$ cat config.mk
export PLATFORM = sky130hd
export DESIGN_NAME = instr_byte_serializer
export DESIGN_NICKNAME = d
export VERILOG_FILES = /design/src/rtl/instr_link_pkg.sv /design/src/rtl/instr_word_slot.sv /design/src/rtl/instr_byte_serializer.sv
export SDC_FILE = /design/constraint.sdc
export NUM_CORES = 1
export LEC_CHECK = 0
export CAP_MARGIN = 20
export CORE_AREA = 3 3 81 83
export CTS_CLUSTER_DIAMETER = 60
export DETAILED_ROUTE_END_ITERATION = 8
export DIE_AREA = 0 0 84 86
export HOLD_SLACK_MARGIN = 0.05
export PLACE_DENSITY = 0.78
export SYNTH_ARGS = -nofsm -noshare
export SYNTH_HDL_FRONTEND = slang
export SYNTH_HIERARCHICAL = 1
export SYNTH_SLANG_ARGS = --single-unit
$ cat constraint.sdc
create_clock -name clk -period 2.3 [get_ports clk]
set_clock_uncertainty 0.2 [all_clocks]
set_input_delay 0.345 -clock clk [delete_from_list [all_inputs] [get_ports clk]]
set_output_delay 0.345 -clock clk [all_outputs]
set_load 0.01 [all_outputs]
$ cat src/rtl/instr_link_pkg.sv
// Shared types and helpers for the instruction-byte link.
// IR_CHECKSUM_EN adds an XOR checksum beat per word.
package instr_link_pkg;

   localparam int BYTE_W_DEF = 8;
   localparam int NBYTES_DEF = 3;
   localparam int WORD_W_DEF = BYTE_W_DEF * NBYTES_DEF;
   localparam int MAX_W      = 64;

   typedef enum logic {
      IDLE,
      SEND
   } state_t;

   // XOR of the nbytes low byte lanes of w, result in the low byte lane
   function automatic logic [MAX_W-1:0] xor_bytes(
      input logic [MAX_W-1:0] w,
      input int               byte_w,
      input int               nbytes
   );
      logic [MAX_W-1:0] acc;
      logic [MAX_W-1:0] mask;
      acc  = '0;
      mask = {MAX_W{1'b1}} >> (MAX_W - byte_w);
      for (int i = 0; i < nbytes; i++)
         acc = acc ^ ((w >> (i * byte_w)) & mask);
      return acc;
   endfunction

endpackage

$ cat src/rtl/instr_word_slot.sv
// One word register with a valid bit.
// Clear wins over load.
module instr_word_slot #(
   parameter int W = 24
) (
   input  logic         clk,
   input  logic         rst_n,
   input  logic         load,
   input  logic         clear,
   input  logic [W-1:0] d,
   output logic [W-1:0] q,
   output logic         valid
);

   // hold a word until cleared or replaced
   always_ff @(posedge clk or negedge rst_n) begin
      if (!rst_n) begin
         q     <= '0;
         valid <= 1'b0;
      end else if (clear) begin
         q     <= '0;
         valid <= 1'b0;
      end else if (load) begin
         q     <= d;
         valid <= 1'b1;
      end
   end

endmodule

$ cat src/rtl/instr_byte_serializer.sv
// Word-to-byte serializer, MSB byte first, one pending word.
// IR_CHECKSUM_EN appends an XOR checksum beat per word.
module instr_byte_serializer
   import instr_link_pkg::*;
#(
   parameter int BYTE_W = BYTE_W_DEF,
   parameter int NBYTES = NBYTES_DEF,
   parameter int CNT_W  = 8
) (
   input  logic                     clk,
   input  logic                     rst_n,
   input  logic                     in_valid,
   output logic                     in_ready,
   input  logic [BYTE_W*NBYTES-1:0] in_word,
   input  logic                     flush,
   output logic [BYTE_W-1:0]        payload,
   output logic                     IR_load,
   input  logic                     out_ready,
   output logic                     out_last,
   output logic                     busy,
   output logic [CNT_W-1:0]         words_sent
);

   localparam int WORD_W = BYTE_W * NBYTES;
`ifdef IR_CHECKSUM_EN
   localparam int NBEATS = NBYTES + 1;
`else
   localparam int NBEATS = NBYTES;
`endif
   localparam int IDX_W = (NBEATS > 1) ? $clog2(NBEATS) : 1;
   localparam logic [IDX_W-1:0] LAST_IDX = IDX_W'(NBEATS - 1);

   state_t            state;
   logic [IDX_W-1:0]  idx;
   logic [CNT_W-1:0]  cnt;

   logic              act_load;
   logic              act_clear;
   logic [WORD_W-1:0] act_d;
   logic [WORD_W-1:0] act_q;
   logic              act_valid;
   logic              pend_load;
   logic              pend_clear;
   logic [WORD_W-1:0] pend_q;
   logic              pend_valid;

   logic              accept;
   logic              beat;
   logic              last_beat;
   logic [BYTE_W-1:0] data_byte;

   instr_word_slot #(.W(WORD_W)) u_active (
      .clk   (clk),
      .rst_n (rst_n),
      .load  (act_load),
      .clear (act_clear),
      .d     (act_d),
      .q     (act_q),
      .valid (act_valid)
   );

   instr_word_slot #(.W(WORD_W)) u_pending (
      .clk   (clk),
      .rst_n (rst_n),
      .load  (pend_load),
      .clear (pend_clear),
      .d     (in_word),
      .q     (pend_q),
      .valid (pend_valid)
   );

   assign in_ready   = !pend_valid;
   assign accept     = in_valid && in_ready;
   assign IR_load    = (state == SEND);
   assign busy       = act_valid;
   assign beat       = IR_load && out_ready;
   assign last_beat  = beat && (idx == LAST_IDX);
   assign words_sent = cnt;
   assign payload    = IR_load ? data_byte : '0;
   assign out_last   = IR_load && (idx == LAST_IDX);

`ifdef IR_CHECKSUM_EN
   logic [BYTE_W-1:0] chk;
   assign chk = BYTE_W'(xor_bytes(MAX_W'(act_q), BYTE_W, NBYTES));
`endif

   // pick the byte lane addressed by idx, idx 0 = MSB lane
   always_comb begin
      data_byte = '0;
      for (int i = 0; i < NBYTES; i++) begin
         if (idx == IDX_W'(i))
            data_byte = act_q[(NBYTES-1-i)*BYTE_W +: BYTE_W];
      end
`ifdef IR_CHECKSUM_EN
      if (idx == IDX_W'(NBYTES))
         data_byte = chk;
`endif
   end

   // steer words between input, pending and active slots
   always_comb begin
      act_load   = 1'b0;
      act_clear  = 1'b0;
      act_d      = in_word;
      pend_load  = 1'b0;
      pend_clear = 1'b0;
      if (flush) begin
         act_clear  = 1'b1;
         pend_clear = 1'b1;
      end else if (state == IDLE) begin
         act_load = accept;
      end else if (last_beat) begin
         if (pend_valid) begin
            act_load   = 1'b1;
            act_d      = pend_q;
            pend_clear = 1'b1;
         end else if (accept) begin
            act_load = 1'b1;
         end else begin
            act_clear = 1'b1;
         end
      end else begin
         pend_load = accept;
      end
   end

   // sequencing FSM, byte index and completed-word counter
   always_ff @(posedge clk or negedge rst_n) begin
      if (!rst_n) begin
         state <= IDLE;
         idx   <= '0;
         cnt   <= '0;
      end else begin
         if (last_beat)
            cnt <= cnt + 1'b1;
         if (flush) begin
            state <= IDLE;
            idx   <= '0;
         end else begin
            unique case (state)
               IDLE: begin
                  if (accept) begin
                     state <= SEND;
                     idx   <= '0;
                  end
               end
               SEND: begin
                  if (last_beat) begin
                     idx <= '0;
                     if (!pend_valid && !accept)
                        state <= IDLE;
                  end else if (beat) begin
                     idx <= idx + 1'b1;
                  end
               end
               default: state <= IDLE;
            endcase
         end
      end
   end

endmodule

==> impl_metrics.json <==
{
  "p_int_mw": 1.858,
  "final_area_um2": 4018,
  "start_util_pct": 53.55,
  "cts-root-buf": "clkbuf_8",
  "ant_nets": 0,
  "synth-seq-cells": 61,
  "grt_pass1_wl_mm": 11.36,
  "synthArstFlopShare_pct": 100.0,
  "min_period_ns": 2.248,
  "worstPathMaxFanout": 10,
  "cts_made_buffers": 9,
  "final_util_pct": 67.86,
  "cts.clk_slew.worst_paths_ns": 0.06,
  "ioPinCount": 49,
  "cp_data_arrival_time_ns": 1.70,
  "p_clk_share_pct": 40.9,
  "tritoncts": "yes",
  "synth.avg_cell_area_um2": 11.36,
  "hpwl_mm": 4.466,
  "status": "complete, no violations",
  "critPathKind": "reg -> out",
  "yosysUniqueCellTypes": 34,
  "drt_iter0_drc": 68,
  "antennaDiodeCount": 0,
  "clock-sinks": 61,
  "gp_congestion": 0.7591,
  "drc": 0,
  "cp-end-kind": "output port",
  "drive_gt1_share_pct": 23.91,
  "grt_pass1_vias": 2279,
  "die_area_um2": 7224,
  "final_hold_viol_count": 0,
  "synth_top_flop_cell": "dfrtp_1",
  "combPwrFrac_pct": 12.4,
  "worstMarginPinSlew_ns": 0.5643,
  "dr_total_vias": 2198,
  "grt_usage_pct": 20.18,
  "setup_violations": 0,
  "grt_max_degree": 39,
  "maxCapViolations": 0,
  "wl_mm": 6.535,
  "core_area_um2": 5921,
  "antenna_found_initial": 0,
  "area_growth_pct": 26.72,
  "firstDrtPassIters": 4,
  "synth_nets": 309,
  "vias_per_cell": 5.258,
  "finalCritPeriodShare_pct": 97.73,
  "required_ns": 1.75,
  "ys_seq_area_share_pct": 48.15,
  "cellLeakagePower_nw": 1.724,
  "powerDensity_nw_per_um2": 607.2,
  "swShare_pct": 23.85,
  "portBuffers": 48,
  "die_w_um": 84,
  "dpl_cell_area_um2": 3812,
  "ctsHtreeMaxLevel": 3,
  "ctsLongestPathBuffers": 2,
  "ir_worst_vdd_mv": 0.3927,
  "max_freq_mhz": 444.9,
  "die_y_um": 86,
  "syn_inst": 279,
  "cp-start-kind": "flip-flop",
  "synth_edf_count": 0,
  "pwr-share-seq_pct": 46.7,
  "wire_per_inst_um": 15.63,
  "slew_viol_final": 0,
  "synth_area_um2": 3171,
  "p_sw_mw": 0.5817,
  "rsz0062_at_grt": "no",
  "ys_warn_count": 6,
  "nets": 368,
  "rows": 28,
  "max-slew-margin-rel_pct": 62.38,
  "min_path_type": "reg -> reg",
  "insertion_delay_ns": 0.34,
  "grt_overflow_total": 0
}
repair_timing:
| item | 4_1_cts | 5_1_grt |
|---|---|---|
| endpoints found under the hold margin | 23 | 0 |
| hold buffers | 1 | 0 |
| buffers inserted | 0 | 1 |
| endpoints found under the setup margin | 8 | 12 |
| resized for setup | 19 | 15 |
routing by layer:
layer | vias to the layer above | GRT usage, % | wire [um]
met5 | - | 0 | 0
met4 | 0 | 9.649 | 137
met3 | 12 | 3.939 | 247
met2 | 48 | 32.61 | 3109
met1 | 1068 | 26.27 | 3040
li1 | 1070 | - | -
flip-flops by register name, indices dropped and copies added (netlist names):
name             count
u_pending/valid      1
words_sent           8
u_pending/q         24
u_active/q          24
idx                  2
IR_load              1
u_active/valid       1
per-stage QoR:
step           setup WS (ns)  setup TNS [ns]  cells  total power, mW  hold WS, ns
2_1_floorplan         0.1631               0    279            1.318      -0.1506
3_3_place_gp        -0.06557          -1.770    400            1.456       0.1660
3_5_place_dp        -0.08963          -2.597    400            1.463       0.1726
4_1_cts             0.007121               0    417            2.456       0.2788
5_1_grt             0.001107               0    418            2.540       0.3011
6_report             0.05232               0    418            2.439       0.2703
final cells by class:
class / instances / area [um2]
Fill cell: 447 / 1903
Sequential cell: 61 / 1528
Multi-Input combinational cell: 196 / 1478
Timing Repair Buffer: 69 / 704.4
Clock buffer: 12 / 165.2
Tap cell: 75 / 93.84
Clock inverter: 4 / 45.04
Inverter: 1 / 3.754
Yosys cell counts (2+ instances only):
| cell | count | area share (%) |
|---|---|---|
| a21boi_0 | 8 | 1.9 |
| mux2_2 | 23 | 8.2 |
| buf_12 | 4 | 2.5 |
| nand2_1 | 12 | 1.4 |
| dfrtp_1 | 61 | 48 |
| nor2_1 | 56 | 6.6 |
| or2_2 | 8 | 1.6 |
| buf_2 | 6 | 0.95 |
| buf_6 | 4 | 1.4 |
| xnor2_1 | 6 | 1.7 |
| clkbuf_1 | 6 | 0.71 |
| a21oi_1 | 2 | 0.32 |
| nand4_1 | 4 | 0.79 |
| mux2i_1 | 56 | 18 |
| nand3_1 | 2 | 0.32 |
| a21o_1 | 2 | 0.47 |
| mux2_1 | 2 | 0.71 |
power groups by stage:
stage               combinational (mW)  sequential, mW  clock [mW]
floorplan                        0.167            1.15           0
global placement                 0.299            1.16           0
detailed placement               0.305            1.16           0
CTS                              0.307            1.14        1.01
global route                     0.336            1.14        1.06
finish                           0.304            1.14       0.998
placed cells by master, fill, tap and decap left out, types with 2 or more instances in the layout:
master           synthesis  layout
dfrtp_1                 61      60
mux2i_1                 56      56
nor2_1                  56      56
clkdlybuf4s50_1          0      39
mux2_2                  23      23
nand2_1                 12      12
clkbuf_8                 0      12
buf_4                    0      11
or2_2                    8       8
buf_12                   4       8
clkbuf_2                 0       7
xnor2_1                  6       6
nand4_1                  4       4
a21boi_1                 0       3
a21boi_0                 8       3
clkinv_2                 0       3
mux2_1                   2       2
a21boi_2                 0       2
a21oi_1                  2       2
a21o_1                   2       2
nand3_1                  2       2
logic make-up after synthesis:
| logic type | after synthesis | synth area share [%] |
|---|---|---|
| AOI/OAI and AO/OA | 13 | 2.881 |
| DFF | 61 | 48.15 |
| and+or+nand+nor | 94 | 14.25 |
| muxes | 81 | 26.56 |
| buffers and inverters | 22 | 5.840 |
| adders and majority gates | 1 | 0.3946 |
| xor gates and xnor gates | 7 | 1.934 |
critical path: stages (launching register included):
cell and delay, ns:
dfrtp_1 0.41, buf_12 0.16, mux2i_1 0.11, or2_2 0.28, a21boi_2 0.15, clkdlybuf4s15_1 0.25
final timing paths:
path                       depth (start not counted)  slack (ns)        endpoint           from
max                                                5        0.05      payload[0]         idx[1]
min                                                1        0.27   words_sent[7]  words_sent[7]
max reg2reg                                        7        0.10  u_active/q[14]         idx[0]
min reg2reg                                        1        0.27   words_sent[7]  words_sent[7]
max in group asynchronous                          3        0.97  u_pending/q[8]          rst_n
min in group asynchronous                          2        0.33  u_active/q[23]          rst_n
Power figures use the tool's default switching activity.
